[src/rtl/module_freq_meter.sv]
// Frequency meter: counts rising edges of an asynchronous square wave
// over back-to-back gate windows timed from the system clock.
module module_freq_meter #(
    parameter int unsigned frequency   = 27_000_000,
    parameter int unsigned gate_cycles = 27_000_000,
    parameter int unsigned count_w     = 25
) (
    input  logic               clk,
    input  logic               rst,
    input  logic               en,
    input  logic               sig_in,
    output logic [count_w-1:0] freq_hz,
    output logic               valid,
    output logic               ovf,
    output logic               no_signal
);

    localparam int unsigned GATE_W = $clog2(gate_cycles);
    localparam logic [GATE_W-1:0] GATE_LAST = GATE_W'(gate_cycles - 1);
    localparam logic [count_w-1:0] CNT_MAX = '1;

    if (gate_cycles < 2 || frequency == 0) begin : g_bad_param
        $error("gate_cycles must be >= 2 and frequency nonzero");
    end

    typedef enum logic [1:0] {
        IDLE,
        ARM,
        MEASURE
    } state_e;

    state_e             state_q, state_d;
    logic [1:0]         arm_q, arm_d;
    logic [GATE_W-1:0]  gate_q, gate_d;
    logic [count_w-1:0] edge_q, edge_d;
    logic               sat_q, sat_d;
    logic [count_w-1:0] freq_q, freq_d;
    logic               valid_q, valid_d;
    logic               ovf_q, ovf_d;
    logic               nosig_q, nosig_d;
    logic               s1_q, s2_q, s3_q;

    logic               rise;
    logic               at_max;
    logic               bump;
    logic [count_w-1:0] result;
    logic               res_sat;

    // Two-flop synchronizer plus history stage for edge detection.
    always_ff @(posedge clk or posedge rst) begin
        if (rst) begin
            s1_q <= 1'b0;
            s2_q <= 1'b0;
            s3_q <= 1'b0;
        end else begin
            s1_q <= sig_in;
            s2_q <= s1_q;
            s3_q <= s2_q;
        end
    end

    assign rise    = s2_q & ~s3_q;
    assign at_max  = (edge_q == CNT_MAX);
    assign bump    = rise & ~at_max;
    assign result  = edge_q + {{(count_w-1){1'b0}}, bump};
    assign res_sat = sat_q | (rise & at_max);

    // State, counters and result registers.
    always_ff @(posedge clk or posedge rst) begin
        if (rst) begin
            state_q <= IDLE;
            arm_q   <= '0;
            gate_q  <= '0;
            edge_q  <= '0;
            sat_q   <= 1'b0;
            freq_q  <= '0;
            valid_q <= 1'b0;
            ovf_q   <= 1'b0;
            nosig_q <= 1'b0;
        end else begin
            state_q <= state_d;
            arm_q   <= arm_d;
            gate_q  <= gate_d;
            edge_q  <= edge_d;
            sat_q   <= sat_d;
            freq_q  <= freq_d;
            valid_q <= valid_d;
            ovf_q   <= ovf_d;
            nosig_q <= nosig_d;
        end
    end

    // Next-state: settle in ARM, then run continuous gate windows.
    always_comb begin
        state_d = state_q;
        arm_d   = arm_q;
        gate_d  = gate_q;
        edge_d  = edge_q;
        sat_d   = sat_q;
        freq_d  = freq_q;
        valid_d = 1'b0;
        ovf_d   = ovf_q;
        nosig_d = nosig_q;
        unique case (state_q)
            IDLE: begin
                arm_d  = '0;
                gate_d = '0;
                edge_d = '0;
                sat_d  = 1'b0;
                if (en) begin
                    state_d = ARM;
                end
            end
            ARM: begin
                if (!en) begin
                    state_d = IDLE;
                    arm_d   = '0;
                end else if (arm_q == 2'd2) begin
                    state_d = MEASURE;
                    arm_d   = '0;
                end else begin
                    arm_d = arm_q + 2'd1;
                end
            end
            MEASURE: begin
                if (!en) begin
                    state_d = IDLE;
                    gate_d  = '0;
                    edge_d  = '0;
                    sat_d   = 1'b0;
                end else if (gate_q == GATE_LAST) begin
                    freq_d  = result;
                    ovf_d   = res_sat;
                    nosig_d = (result == '0);
                    valid_d = 1'b1;
                    gate_d  = '0;
                    edge_d  = '0;
                    sat_d   = 1'b0;
                end else begin
                    gate_d = gate_q + GATE_W'(1);
                    edge_d = result;
                    sat_d  = res_sat;
                end
            end
            default: begin
                state_d = IDLE;
            end
        endcase
    end

    assign freq_hz   = freq_q;
    assign valid     = valid_q;
    assign ovf       = ovf_q;
    assign no_signal = nosig_q;

endmodule

[config.mk]
export PLATFORM = sky130hd
export DESIGN_NAME = module_freq_meter
export DESIGN_NICKNAME = d
export VERILOG_FILES = /design/src/rtl/module_freq_meter.sv
export SDC_FILE = /design/constraint.sdc
export NUM_CORES = 1
export LEC_CHECK = 0
export ABC_CLOCK_PERIOD_IN_PS = 4250
export CAP_MARGIN = 25
export CORE_ASPECT_RATIO = 0.75
export CORE_MARGIN = 5
export CORE_UTILIZATION = 43
export DETAILED_ROUTE_END_ITERATION = 10
export PLACE_DENSITY = 0.64
export SLEW_MARGIN = 20
export SYNTH_ARGS = -nofsm -noshare
export SYNTH_HDL_FRONTEND = slang
export SYNTH_SLANG_ARGS = --single-unit
[constraint.sdc]
create_clock -name clk -period 4.25 [get_ports clk]
set_clock_uncertainty 0.05 [all_clocks]
set_input_delay 0.85 -clock clk [delete_from_list [all_inputs] [get_ports clk]]
set_output_delay 0.85 -clock clk [all_outputs]
set_load 0.05 [all_outputs]
==> results list <==
- Routed Antenna Nets: 0
- Count of boundary I/O pins: 32
- Along the worst path, the maximum fanout reaches 12.
- Fillers: between 900 and 1000
- Transition time at the pin with the least slew margin: 0.900 ns
- Setup violations remaining at the end of the flow were counted as 0.
- Root buffer cell: clkbuf_16
- The sequential cells in the finished layout cover a total of between 0.002 and 0.0025 mm².
- The number of endpoints with negative hold slack in the final report came to 0.
- For this run, the top clock speed supported by timing is between 200 and 300 MHz.
- Average vias per placed instance: about 5.7
- The synthesized design contains 0 enable-type register cells.
* Resize count post-CTS: 0
* Wire length per cell after detailed routing: 16.1 µm
- Max-slew headroom at the worst pin: 0.400
- CTS tree: built
- Hold EP: s2_q
- Setup slack on the worst reg-to-reg path comes out at about 0.61 ns.
- Worst setup path start: edge_q[4]
- Die outline height: 99.3 µm
* First-pass GRT wire length: 18400 µm
* Total area of multi-input combinational cells: around 0.0022 mm²
- Measured in cells, the most critical reg-to-reg path has a length of 11.
* Final global-route overflow total: 0
- At the end of routability-driven placement, the weighted congestion stood at roughly 0.88.
- After synthesis, the mean cell area works out to 8.87 µm².
* Count of TritonRoute iterations in the first routing pass: 5
* Share of synthesized flip-flops with an asynchronous set or reset: 1.00
- Ant. Diodes: 0
* Required arrival time at the worst endpoint: around 4.5 ns
- For this run, the slowest stage of the critical path takes between 0.7 and 0.8 ns.
- Maximum number of pins on one net before global-route repair: a little under 60
- Half-perimeter wire length after placement: about 7200 µm
- Among all flip-flop cells after synthesis, the most frequent one is dfrtp_1.
- Number of buffers inserted for hold repair after clock tree synthesis: 0
- Dividing the final minimum period by the clock period gives 0.857.
* Static leakage: around 2.2 nW
- CTS H-tree depth: 3
* End of the worst register-to-register path: no_signal
- CP Capture Type: flop
- Global-route usage over all layers: 0.179
* Setup repair after global routing missed its margin: no
* Port Buffers: 31
- Drt initial violations: between 400 and 500
- The netlist uses roughly 50 different library cells.
- Number of antenna violations at the first check in global routing: 0
* Share of layout cells above drive strength 1: 0.0654
* Area share of the largest cell type after synthesis: 0.471
- STA classifies the critical path startpoint as a flop.
- Layout net count: 538
* Clock transition at the registers of the reported paths: 0.06 ns
- Cell count after placement: ~660
* Area enclosed by the die boundary: between 0.01 and 0.015 mm²
- Power density cells: 341 mW/mm²
- Standard cell core area: 0.0103 mm²
- Max Buffers Root-to-Sink: 2
- The design draws between 0.0015 and 0.002 W.
- In this run the cell area of the synthesized design comes to approximately 0.0046 mm².
* Cell with the largest stage delay on the worst path: or4_1
- Reg-to-reg critical path startpoint: edge_q[4]
- Across the VDD grid, the largest voltage drop is ~0.00021 V.
- The tree built by TritonCTS fans out to 86 sinks.
* Most area-hungry cell type in the Yosys netlist: dfrtp_1
* Post-synthesis register bit count: 86
- Class of the most critical setup path: reg -> reg
- Hold Crit Start: s1_q
* Worst hold path cell count: 0
- Once layout is complete, the cells apart from fillers number 671.
- For this run, the register share of the synthesized area comes to 0.471.
- Top post-synthesis cells by area: dfrtp_1, o21ai_0, nor2_1
* Post-route setup TNS: 0 ns
- Post-route worst hold slack: around 0.30 ns
- Sum of routed wire length over all layers: between 10000 and 15000 µm
- Effective utilization at floorplan: 0.442
* Post-CTS Setup Bufs: 0
- Final min period: around 3.6 ns
- Total number of vias: 3822
* Chain of cells forming the critical path: nand4_1 -> nor3_1 -> nor3b_1 -> ha_1 -> ha_1 -> nand3_1 -> or4_1 -> o21a_1 -> nor4_1 -> nand4_1 -> o21ai_1
- After detailed routing, the number of remaining DRC violations is 0.
* Yosys warning total: 0
- Area growth syn-to-layout: 16.7%
* Cells after synthesis: between 500 and 600
- Clock buffer count from CTS: 9
- Width of the die: ~130 µm
* Run status: complete, no violations
- The worst hold path belongs to the class reg -> reg.
* Post-synth net total: around 520
- Vias in the first global route: 3579
- In this run the core area contains 32 standard-cell rows.
* # Max-Cap Violations: 0
* Pins Over Slew Limit: 0
- For the worst setup path, the data arrival time is 3.85 ns.
* Clock latency on the worst-skew pair: between 0.3 and 0.4 ns
## cells in the final DEF (no fill, tap or decap), types with 12 or more instances in the layout
cell type         n
xnor2_1          17
o31ai_1          12
dfrtp_1          86
nand4_1          16
nand2_1          50
o21ai_0          56
nor3_1           15
nor2_1           68
nand3_1          21
a21oi_1          31
clkdlybuf4s50_1  31
## worst max-delay path: cells and delay by family, from the launching register on
| kind | cells | cell delay, ns |
|---|---|---|
| compound gates | 2 | 0.42 |
| fa+ha+maj | 2 | 0.50 |
| flops | 1 | 0.50 |
| simple gates | 7 | 2.09 |
## layer usage
layer / part of all wire / global-route usage / vias to the layer above
li1: - / - / 1887
met1: 0.52 / 0.279 / 1831
met2: 0.42 / 0.250 / 96
met3: 0.052 / 0.0419 / 8
met4: 0.0084 / 0.0387 / 0
met5: 0 / 0 / -
## where the power goes
| part | total, W | leakage [nW] | internal [W] | switching [W] |
|---|---|---|---|---|
| Sequential | 0.000824 | 1.19 | 0.000822 | 0.00000238 |
| Combinational | 0.0000407 | 0.835 | 0.00000972 | 0.0000310 |
| Clock | 0.000956 | 0.177 | 0.000634 | 0.000322 |
## layout make-up
| class | instances | share of cell area |
|---|---|---|
| Clock inverter | 6 | 0.0251 |
| Sequential cell | 86 | 0.404 |
| Multi-Input combinational cell | 390 | 0.422 |
| Timing Repair Buffer | 39 | 0.0718 |
| Tap cell | 136 | 0.0319 |
| Inverter | 4 | 0.00305 |
| Clock buffer | 10 | 0.0429 |
## cells by family (layout without fill, tap and decap cells)
| family | Yosys count | after routing | synth area share |
|---|---|---|---|
| buffers and inverters | 39 | 59 | 0.0370 |
| xor gates and xnor gates | 26 | 26 | 0.0498 |
| and+or+nand+nor | 217 | 217 | 0.236 |
| AOI/OAI and AO/OA | 136 | 136 | 0.179 |
| adders and majority gates | 4 | 4 | 0.0110 |
| DFF | 86 | 86 | 0.471 |
| muxes | 7 | 7 | 0.0164 |
## state kept, by name, summed over array words and instances (netlist names), 2 cells and up
name,cells
gate_q,25
edge_q,25
arm_q,2
freq_hz,25
state_q,2
## cells in the mapped netlist (4+ instances only)
cell	count
xnor2_1	17
dfrtp_1	86
and4_1	6
nand2_1	50
nor3_1	15
nand3_1	21
a21oi_1	31
o21ai_0	56
nor4_1	7
nor2_1	68
o21ai_1	7
ha_1	4
xor2_1	9
clkbuf_1	24
o31ai_1	12
a22o_1	6
and3_1	8
buf_2	5
o41ai_1	5
and2_1	4
nand4_1	16
mux2_2	4
or4_1	6
nor3b_1	6
## metrics by stage
step	worst slack [ns]	cell area, µm²	util
after floorplan	0.966	4570	-
after CTS	0.649	5330	0.516
final	0.609	5330	0.516
after global routing	0.233	5330	0.516
after detailed placement	0.704	4970	0.481
after global placement	0.846	4970	0.481
## worst max-delay path by stage
stage                      endpoint  slack [ns]  cells past startpoint
after floorplan           no_signal        0.97                     14
after global placement    no_signal        0.85                     11
after detailed placement  no_signal        0.70                     11
after CTS                 no_signal        0.65                     11
after global routing      no_signal        0.23                     12
final                     no_signal        0.61                     11
Note: power is estimated with default switching activity, not from simulation.
